`src/rtl/pipe_ctrl_pkg.sv`:
```
// Shared types and constants for the five-stage pipeline sequencing controller.
package pipe_ctrl_pkg;

  localparam int XLEN        = 32;
  localparam int RFIDX_WIDTH = 5;
  localparam int DCNT_W      = 3;

  typedef enum logic [1:0] {
    ST_RUN    = 2'd0,
    ST_DRAIN  = 2'd1,
    ST_HALTED = 2'd2
  } pc_state_e;

  // Per-cycle pipeline register controls; a flush loads a bubble (control fields 0).
  typedef struct packed {
    logic pc_en;
    logic if_id_en;
    logic id_ex_en;
    logic ex_mem_en;
    logic if_id_flush;
    logic id_ex_flush;
    logic mem_wb_flush;
  } pipe_ctrl_t;

  // Free-running pipeline: every register loads, nothing squashed.
  localparam pipe_ctrl_t CTRL_PASS   = '{1'b1, 1'b1, 1'b1, 1'b1, 1'b0, 1'b0, 1'b0};
  // Frozen pipeline: nothing moves, nothing squashed.
  localparam pipe_ctrl_t CTRL_FREEZE = '{1'b0, 1'b0, 1'b0, 1'b0, 1'b0, 1'b0, 1'b0};
  // Data-memory wait: upstream frozen, bubble written into MEM/WB.
  localparam pipe_ctrl_t CTRL_MEMWAIT = '{1'b0, 1'b0, 1'b0, 1'b0, 1'b0, 1'b0, 1'b1};

endpackage

```
`src/rtl/pipe_ctrl_hazard_detect.sv`:
```
// Load-use hazard comparison between the ID instruction and a load sitting in EX.
module hazard_detect
  import pipe_ctrl_pkg::*;
(
  input  logic [RFIDX_WIDTH-1:0] id_rs1_index,
  input  logic [RFIDX_WIDTH-1:0] id_rs2_index,
  input  logic                   id_rs1_used,
  input  logic                   id_rs2_used,
  input  logic [RFIDX_WIDTH-1:0] ex_rd_index,
  input  logic                   ex_mem_read,
  output logic                   load_use
);

  logic rs1_hit, rs2_hit;

  // x0 is never a real producer, so a load targeting it can't create a hazard.
  always_comb begin
    rs1_hit  = id_rs1_used && (id_rs1_index == ex_rd_index);
    rs2_hit  = id_rs2_used && (id_rs2_index == ex_rd_index);
    load_use = ex_mem_read && (ex_rd_index != '0) && (rs1_hit || rs2_hit);
  end

endmodule

```
`src/rtl/pipe_ctrl.sv`:
```
// Pipeline sequencing controller: hazard stalls, branch squashes, memory waits,
// drain-then-halt sequencing and stall/flush event counters.
module pipe_ctrl
  import pipe_ctrl_pkg::*;
#(
  parameter int DRAIN_CYCLES = 3
) (
  input  logic                   clk,
  input  logic                   rst_n,
  input  logic [RFIDX_WIDTH-1:0] id_rs1_index,
  input  logic [RFIDX_WIDTH-1:0] id_rs2_index,
  input  logic                   id_rs1_used,
  input  logic                   id_rs2_used,
  input  logic [RFIDX_WIDTH-1:0] ex_rd_index,
  input  logic                   ex_mem_read,
  input  logic                   ex_take,
  input  logic                   dmem_req,
  input  logic                   dmem_ack,
  input  logic                   halt_req,
  input  logic                   cnt_clr,
  output logic                   pc_en,
  output logic                   if_id_en,
  output logic                   id_ex_en,
  output logic                   ex_mem_en,
  output logic                   if_id_flush,
  output logic                   id_ex_flush,
  output logic                   mem_wb_flush,
  output logic                   halted,
  output logic [XLEN-1:0]        stall_cycles,
  output logic [XLEN-1:0]        flush_count
);

  localparam logic [DCNT_W-1:0] DRAIN_INIT = DCNT_W'(DRAIN_CYCLES);

  pc_state_e         state;
  logic [DCNT_W-1:0] drain_cnt;
  logic              mem_stall;
  logic              load_use;
  logic              take_evt;
  logic              stall_evt;
  pipe_ctrl_t        ctrl;

  hazard_detect u_hazard (
    .id_rs1_index (id_rs1_index),
    .id_rs2_index (id_rs2_index),
    .id_rs1_used  (id_rs1_used),
    .id_rs2_used  (id_rs2_used),
    .ex_rd_index  (ex_rd_index),
    .ex_mem_read  (ex_mem_read),
    .load_use     (load_use)
  );

  assign mem_stall = dmem_req && !dmem_ack;

  // Output mux: memory wait overrides everything, then halted freeze, then branch > load-use > drain.
  always_comb begin
    ctrl = CTRL_PASS;
    if (mem_stall) begin
      ctrl = CTRL_MEMWAIT;
    end else if (state == ST_HALTED) begin
      ctrl = CTRL_FREEZE;
    end else if (ex_take) begin
      // PC stays enabled so the redirect target is captured, even while draining.
      ctrl.if_id_flush = 1'b1;
      ctrl.id_ex_flush = 1'b1;
    end else if (load_use) begin
      // Hold ID in place (no flush into IF/ID) and slip one bubble into EX.
      ctrl.pc_en       = 1'b0;
      ctrl.if_id_en    = 1'b0;
      ctrl.id_ex_flush = 1'b1;
    end else if (state == ST_DRAIN) begin
      ctrl.pc_en       = 1'b0;
      ctrl.if_id_flush = 1'b1;
    end
  end

  assign pc_en        = ctrl.pc_en;
  assign if_id_en     = ctrl.if_id_en;
  assign id_ex_en     = ctrl.id_ex_en;
  assign ex_mem_en    = ctrl.ex_mem_en;
  assign if_id_flush  = ctrl.if_id_flush;
  assign id_ex_flush  = ctrl.id_ex_flush;
  assign mem_wb_flush = ctrl.mem_wb_flush;

  assign take_evt  = ex_take && !mem_stall && (state != ST_HALTED);
  assign stall_evt = !ctrl.pc_en && (state != ST_HALTED);

  // Halt sequencing FSM; a memory wait freezes state, drain count and halted.
  always_ff @(posedge clk or negedge rst_n) begin
    if (!rst_n) begin
      state     <= ST_RUN;
      drain_cnt <= '0;
      halted    <= 1'b0;
    end else if (!mem_stall) begin
      case (state)
        ST_RUN: begin
          if (halt_req) begin
            state     <= ST_DRAIN;
            drain_cnt <= DRAIN_INIT;
          end
        end
        ST_DRAIN: begin
          if (!halt_req) begin
            state     <= ST_RUN;
            drain_cnt <= '0;
          end else if (drain_cnt <= DCNT_W'(1)) begin
            // Last drain cycle: counter reaches zero and the pipe is empty.
            state     <= ST_HALTED;
            drain_cnt <= '0;
            halted    <= 1'b1;
          end else begin
            drain_cnt <= drain_cnt - DCNT_W'(1);
          end
        end
        ST_HALTED: begin
          if (!halt_req) begin
            state  <= ST_RUN;
            halted <= 1'b0;
          end
        end
        default: begin
          state     <= ST_RUN;
          drain_cnt <= '0;
          halted    <= 1'b0;
        end
      endcase
    end
  end

  // Event counters; clear wins over a same-cycle increment, both wrap.
  always_ff @(posedge clk or negedge rst_n) begin
    if (!rst_n) begin
      stall_cycles <= '0;
      flush_count  <= '0;
    end else if (cnt_clr) begin
      stall_cycles <= '0;
      flush_count  <= '0;
    end else begin
      if (stall_evt) stall_cycles <= stall_cycles + XLEN'(1);
      if (take_evt)  flush_count  <= flush_count + XLEN'(1);
    end
  end

endmodule

```
`config.mk`:
```
export PLATFORM = sky130hd
export DESIGN_NAME = pipe_ctrl
export DESIGN_NICKNAME = d
export VERILOG_FILES = /design/src/rtl/pipe_ctrl_pkg.sv /design/src/rtl/pipe_ctrl_hazard_detect.sv /design/src/rtl/pipe_ctrl.sv
export SDC_FILE = /design/constraint.sdc
export NUM_CORES = 1
export LEC_CHECK = 0
export ABC_AREA = 1
export CORE_MARGIN = 2
export CORE_UTILIZATION = 56
export CTS_BUF_LIST = sky130_fd_sc_hd__clkbuf_16
export DETAILED_ROUTE_END_ITERATION = 10
export GPL_ROUTABILITY_DRIVEN = 0
export GPL_TIMING_DRIVEN = 0
export PLACE_DENSITY = 0.93
export RECOVER_POWER = 50
export SLEW_MARGIN = 10
export SYNTH_ARGS = -nofsm -noshare
export SYNTH_HDL_FRONTEND = slang
export SYNTH_HIERARCHICAL = 1
export SYNTH_SLANG_ARGS = --single-unit
```
`constraint.sdc`:
```
create_clock -name clk -period 2.6 [get_ports clk]
set_clock_uncertainty 0.05 [all_clocks]
set_input_delay 0.52 -clock clk [delete_from_list [all_inputs] [get_ports clk]]
set_output_delay 0.52 -clock clk [all_outputs]
set_load 0.02 [all_outputs]
```
==> impl_metrics.toml, run 1 <==
[outcome]
result_of_the_run = "finished, final reports clean"

[global_route]
antenna_found_initial = 0
grt_pass1_vias = 5033
maximum_number_of_pins_on_one_net_before_global_route_repair = 50
grt_remaining_overflow = 0
groute.usage.overall = 0.3029
grt_first_pass_wirelength_mm = 21.69

[setup_path]
worstRegToRegCells = 8
ff_to_ff_end = "flush_count[22]"
worst_ep_arrival_time_ps = 1980
timing_worst_setup_path_type = "input pin to output port"
worst-path-max-fanout = 4
r2r-start = "flush_count[0]"
setup.worst_path.start_class = "input pin"
crit_path_end_kind = "output port"
ff2ff_setup_slack_ps = 550
required_ps = 2030

[finish]
final_layout_size_suffix_gt1_frac = 0.05353
layout.cells.most_common = "sky130_fd_sc_hd__nand2_1"
nNetsFinal = 846
diodes = 0
flow.area_growth_from_synthesis_pct = 28.63
mostFrequentLayoutCells = "sky130_fd_sc_hd__nand2_1, sky130_fd_sc_hd__nor2_1, sky130_fd_sc_hd__inv_1"
utilization = 0.7350

[placed_design]
place_hpwl_mm = 9.526
buffer_ports.inserted = 96

[clocking]
tritoncts = "yes"
clk_latency_ps = 330
cts-buffers-inserted = 9
numClockSinks = 70
clockBufferDepth = 2
cts_root_buffer = "sky130_fd_sc_hd__clkbuf_16"
htreeDepth = 3
clk_slew_on_worst_s_h_paths_ps = 50

[synth]
syn-num-nets = 737
synth.ff_latch_count = 70
ys_seq_area_frac = 0.3788
synth_cell_type_count = 32
post_synth.cell_area_avg_um2 = 6.522
post_synth_instance_area_um2 = 4624
syn-instance-count = 709
synth_warnings = 6

[sta]
final-hold-violation-count = 0
slew_headroom = 0.2358
fin_crit_ps = 2549
fmax_mhz = 392.3
holdWs_ps = 346.8
setup_total_negative_slack_ps = 0
slew_viol_final = 0
fin_crit_sh = 0.9804
setup-violations-final = 0
worst-slew-pin-transition_ps = 1146

[routing]
detail_route.first_pass.iterations = 6
avgRoutedWirePerCell_um = 13.88
route.antenna.remaining_nets = 0
vias_per_cell = 5.512
drcViolationCount = 0
dr_total_vias = 5110
post_route_wl_mm = 12.87
drt_iter0_markers = 391

[pwr]
pwr_density_cell_nw_per_um2 = 532.1
worst_ir_drop_vdd_mv = 0.5174
power.leakage_nw = 2.872

[floorplanning]
chipHeight_um = 94.88
fp.coreArea_um2 = 8093
initial_cell_density_of_the_core = 0.5714
floorplan.die_area_um2 = 9001
top_level_ports = 97
die_w_um = 94.88
rows = 33

[job]
max_cap_violations = 0

[worst_hold_path]
hold_wc_path_type = "input pin to asynchronous set/reset pin"
==> cell families after synthesis <==
logic type	synth area share
AOI/OAI and AO/OA	0.08983
xor gates and xnor gates	0.005683
adders and majority gates	0.008118
buffers and inverters	0.09388
DFF	0.3788
and+or+nand+nor	0.4237
==> area by class of cell <==
type | instances | area, um2
Multi-Input combinational cell | 533 | 2422
Timing Repair Buffer | 98 | 962.2
Fill cell | 652 | 2145
Clock inverter | 6 | 23.77
Inverter | 93 | 349.1
Clock buffer | 9 | 225.2
Sequential cell | 70 | 1752
Tap cell | 105 | 131.4
Buffer | 13 | 82.58
==> Yosys cell counts <==
| library cell | count | area share |
|---|---|---|
| sky130_fd_sc_hd__clkbuf_1 | 5 | 0.0041 |
| sky130_fd_sc_hd__o2111ai_1 | 1 | 0.0019 |
| sky130_fd_sc_hd__nand2_2 | 4 | 0.0054 |
| sky130_fd_sc_hd__or2_2 | 3 | 0.0041 |
| sky130_fd_sc_hd__a21oi_2 | 1 | 0.0019 |
| sky130_fd_sc_hd__xor2_1 | 3 | 0.0057 |
| sky130_fd_sc_hd__inv_2 | 3 | 0.0024 |
| sky130_fd_sc_hd__and2_1 | 1 | 0.0014 |
| sky130_fd_sc_hd__a21oi_1 | 31 | 0.034 |
| sky130_fd_sc_hd__o21ai_0 | 27 | 0.029 |
| sky130_fd_sc_hd__ha_1 | 3 | 0.0081 |
| sky130_fd_sc_hd__nand3_1 | 51 | 0.055 |
| sky130_fd_sc_hd__nor2_4 | 5 | 0.012 |
| sky130_fd_sc_hd__o21ai_2 | 1 | 0.0019 |
| sky130_fd_sc_hd__o21ai_1 | 1 | 0.0011 |
| sky130_fd_sc_hd__nor3b_1 | 9 | 0.015 |
| sky130_fd_sc_hd__nand2_1 | 201 | 0.16 |
| sky130_fd_sc_hd__nor3_1 | 8 | 0.0087 |
| sky130_fd_sc_hd__nor2_1 | 151 | 0.12 |
| sky130_fd_sc_hd__buf_4 | 3 | 0.0049 |
| sky130_fd_sc_hd__nand4_1 | 12 | 0.016 |
| sky130_fd_sc_hd__o21bai_4 | 1 | 0.0041 |
| sky130_fd_sc_hd__nand2_4 | 3 | 0.0073 |
| sky130_fd_sc_hd__nand3_4 | 2 | 0.0076 |
| sky130_fd_sc_hd__o21bai_1 | 8 | 0.013 |
| sky130_fd_sc_hd__a22oi_1 | 1 | 0.0016 |
| sky130_fd_sc_hd__dfrtp_1 | 70 | 0.38 |
| sky130_fd_sc_hd__buf_6 | 3 | 0.0073 |
| sky130_fd_sc_hd__nor2_2 | 4 | 0.0054 |
| sky130_fd_sc_hd__o31ai_1 | 1 | 0.0016 |
| sky130_fd_sc_hd__buf_2 | 2 | 0.0022 |
| sky130_fd_sc_hd__inv_1 | 90 | 0.073 |
==> how the worst max path moves through the flow <==
stage,start,end,slack [ps]
floorplan,ex_rd_index[3],if_id_flush,570
global placement,rst_n,stall_cycles[25],-1360
detailed placement,ex_rd_index[1],if_id_flush,-510
CTS,ex_rd_index[3],if_id_flush,-3
global route,id_rs1_index[0],if_id_flush,-20
finish,id_rs1_index[0],if_id_flush,50
==> report_power, final <==
group	leakage (nW)	switching [mW]	total [mW]	internal, mW
Combinational	1.77	0.574	0.898	0.323
Sequential	0.967	0.0654	1.22	1.15
Clock	0.134	0.429	1.05	0.620
Total	2.87	1.07	3.16	2.10
==> flip-flops by register name, indices dropped and copies added, names as in the netlist <==
register      count
flush_count      32
stall_cycles     32
drain_cnt         3
halted            1
state             2
==> stage by stage <==
stage | std cells | worst slack [ps] | power [mW] | cell area, um2
3_3_place_gp | 910 | -1357 | 2.111 | 5717
4_1_cts | 926 | -3.366 | 3.170 | 5967
3_5_place_dp | 911 | -512.5 | 2.157 | 5742
5_1_grt | 927 | -21.02 | 3.325 | 5948
6_report | 927 | 50.97 | 3.165 | 5948
2_1_floorplan | 709 | 569.5 | 1.818 | 4624
==> worst max-delay path, cell delays in order <==
cell	delay, ps
sky130_fd_sc_hd__clkdlybuf4s50_1	460
sky130_fd_sc_hd__inv_1	60
sky130_fd_sc_hd__nand2_1	70
sky130_fd_sc_hd__nand2_1	60
sky130_fd_sc_hd__nor2_1	80
sky130_fd_sc_hd__nand3_1	130
sky130_fd_sc_hd__a21oi_4	220
sky130_fd_sc_hd__nand2_4	70
sky130_fd_sc_hd__nand3_4	100
sky130_fd_sc_hd__a21oi_1	50
sky130_fd_sc_hd__buf_4	160
==> repair_timing <==
item	in CTS	in global routing
endpoints found under the setup margin	6	4
gates cloned	0	0
hold buffers	0	0
pin swaps	2	8
setup buffers	0	1
gates resized for setup	24	11
==> layer usage <==
layer,track usage,share of wire
met1,0.3833,0.40
met2,0.4905,0.49
met3,0.05666,0.079
met4,0.1630,0.029
met5,0,0
Power figures use the tool's default switching activity.
==> inputs of run 2 (changes only) <==
Settings changed: CORE_UTILIZATION 56 to 40, PLACE_DENSITY 0.93 to 0.71.
==> impl_metrics.toml, run 2 (synthesized netlist as in run 1, its figures left out) <==
[global_route]
grt_remaining_overflow = 0
antenna_found_initial = 0
maximum_number_of_pins_on_one_net_before_global_route_repair = 51
groute.usage.overall = 0.2093
grt_pass1_vias = 4395
grt_first_pass_wirelength_mm = 21.23

[floorplanning]
floorplan.die_area_um2 = 12440
fp.coreArea_um2 = 11370
rows = 39
chipHeight_um = 111.5
initial_cell_density_of_the_core = 0.4067
die_w_um = 111.5
top_level_ports = 97

[pwr]
worst_ir_drop_vdd_mv = 0.4083
pwr_density_cell_nw_per_um2 = 557.5
power.total_mw = 3.382
power.leakage_nw = 2.866

[routing]
vias_per_cell = 4.873
route.antenna.remaining_nets = 0
detail_route.first_pass.iterations = 5
avgRoutedWirePerCell_um = 12.88
post_route_wl_mm = 12.43
drcViolationCount = 0
dr_total_vias = 4702
drt_iter0_markers = 259

[setup_path]
setup.worst_path.start_class = "input pin"
crit_path_end_kind = "output port"
worst_ep_arrival_time_ps = 1960
timing_worst_setup_path_type = "input pin to output port"
required_ps = 2030
worst-path-max-fanout = 4

[clocking]
htreeDepth = 3
clk_slew_on_worst_s_h_paths_ps = 50
clk_latency_ps = 340
tritoncts = "yes"
numClockSinks = 70
clockBufferDepth = 2
holdBufCountCts = 0
cts-buffers-inserted = 9
cts_root_buffer = "sky130_fd_sc_hd__clkbuf_16"

[sta]
fin_crit_sh = 0.9714
final-hold-violation-count = 0
setup-violations-final = 0
holdWs_ps = 343.0
fin_crit_ps = 2526
slew_headroom = 0.2268
setup_total_negative_slack_ps = 0
slew_viol_final = 0
worst-slew-pin-transition_ps = 1160
fmax_mhz = 395.9

[finish]
final_area_um2 = 6067
layout_top_registers = "flush_count x32, stall_cycles x32, drain_cnt x3"
layout.cells.most_common = "sky130_fd_sc_hd__nand2_1"
layout.cells.non_filler = 965
final.fill_count = 1134
nNetsFinal = 846
mostFrequentLayoutCells = "sky130_fd_sc_hd__nand2_1, sky130_fd_sc_hd__nor2_1, sky130_fd_sc_hd__inv_1"
diodes = 0
flow.area_growth_from_synthesis_pct = 31.20
final_layout_size_suffix_gt1_frac = 0.06569

[placed_design]
placement.cell_area_um2 = 5789
place_hpwl_mm = 9.528
place.detailed.instances = 949
buffer_ports.inserted = 96

[worst_hold_path]
hold_wc_path_type = "input pin to asynchronous set/reset pin"

[job]
max_cap_violations = 0

[outcome]
result_of_the_run = "finished, final reports clean"
## run 2: cell types whose count changed in the layout (fill, tap and decap cells not counted), moves of 2 or more
cell                              change
sky130_fd_sc_hd__inv_1                -3
sky130_fd_sc_hd__dlymetal6s2s_1       -2
sky130_fd_sc_hd__clkdlybuf4s50_1      +5
sky130_fd_sc_hd__bufinv_16            +2
sky130_fd_sc_hd__dlygate4sd2_1        -2
sky130_fd_sc_hd__nor2_2               +3
sky130_fd_sc_hd__nor2_1               -3
## run 2: layer usage
metal / part of all wire / vias up / routed length, um / global-route usage
li1: - / 2449 / - / -
met1: 0.46 / 2129 / 5732 / 0.2824
met2: 0.47 / 107 / 5883 / 0.3439
met3: 0.048 / 17 / 594 / 0.03484
met4: 0.018 / 0 / 221 / 0.07078
met5: 0 / - / 0 / 0
## run 2: cell type report
class	instances	area [um2]	area share
buffer	13	83.83	0.01382
clock buffer	9	225.2	0.03712
clock inverter	6	77.57	0.01279
inverter	93	349.1	0.05754
multi-input combinational	533	2441	0.4024
sequential	70	1752	0.2887
tap	143	178.9	0.02949
timing repair buffer	98	959.7	0.1582
## run 2: final timing paths
path | depth (start not counted) | slack [ps] | to | startpoint
worst max register to register | 9 | 540 | flush_count[21] | state[1]
worst min-delay path | 1 | 340 | state[0] | rst_n
min in group clk | 2 | 470 | halted | halted
worst min register to register | 2 | 470 | halted | halted
worst max-delay path | 11 | 70 | if_id_flush | id_rs1_index[0]
max in group asynchronous | 2 | 460 | stall_cycles[0] | rst_n
## run 2: critical path: stages
cell	delay (ps)
sky130_fd_sc_hd__clkdlybuf4s50_1	450
sky130_fd_sc_hd__inv_1	50
sky130_fd_sc_hd__nand2_1	60
sky130_fd_sc_hd__nand2_1	60
sky130_fd_sc_hd__nor2_2	120
sky130_fd_sc_hd__nand3_2	110
sky130_fd_sc_hd__a21oi_4	220
sky130_fd_sc_hd__nand2_4	70
sky130_fd_sc_hd__nand3_4	110
sky130_fd_sc_hd__a21oi_2	40
sky130_fd_sc_hd__buf_4	150
## run 2: where the power goes
group / internal [mW] / total [mW] / switching (mW)
Clock: 0.824 / 1.28 / 0.454
Sequential: 1.15 / 1.22 / 0.0639
Combinational: 0.328 / 0.889 / 0.562
## run 2: repair_timing
action	4_1_cts	5_1_grt
pin swaps	4	7
cloned	0	0
setup endpoints to repair	5	5
buffers inserted	1	0
resized for setup	23	14
## run 2: per-stage QoR
stage	util	setup WS, ps
after floorplan	-	569.5
after detailed placement	0.5092	-550.8
after global placement	0.5070	-1556
after global routing	0.5336	-46.30
after CTS	0.5353	10.37
final	0.5336	74.29
==> inputs of run 3 (changes only) <==
Settings changed: CAP_MARGIN set to 30.
==> results of run 3 <==
Final layout, timing and power as in run 2 (identical DEF).
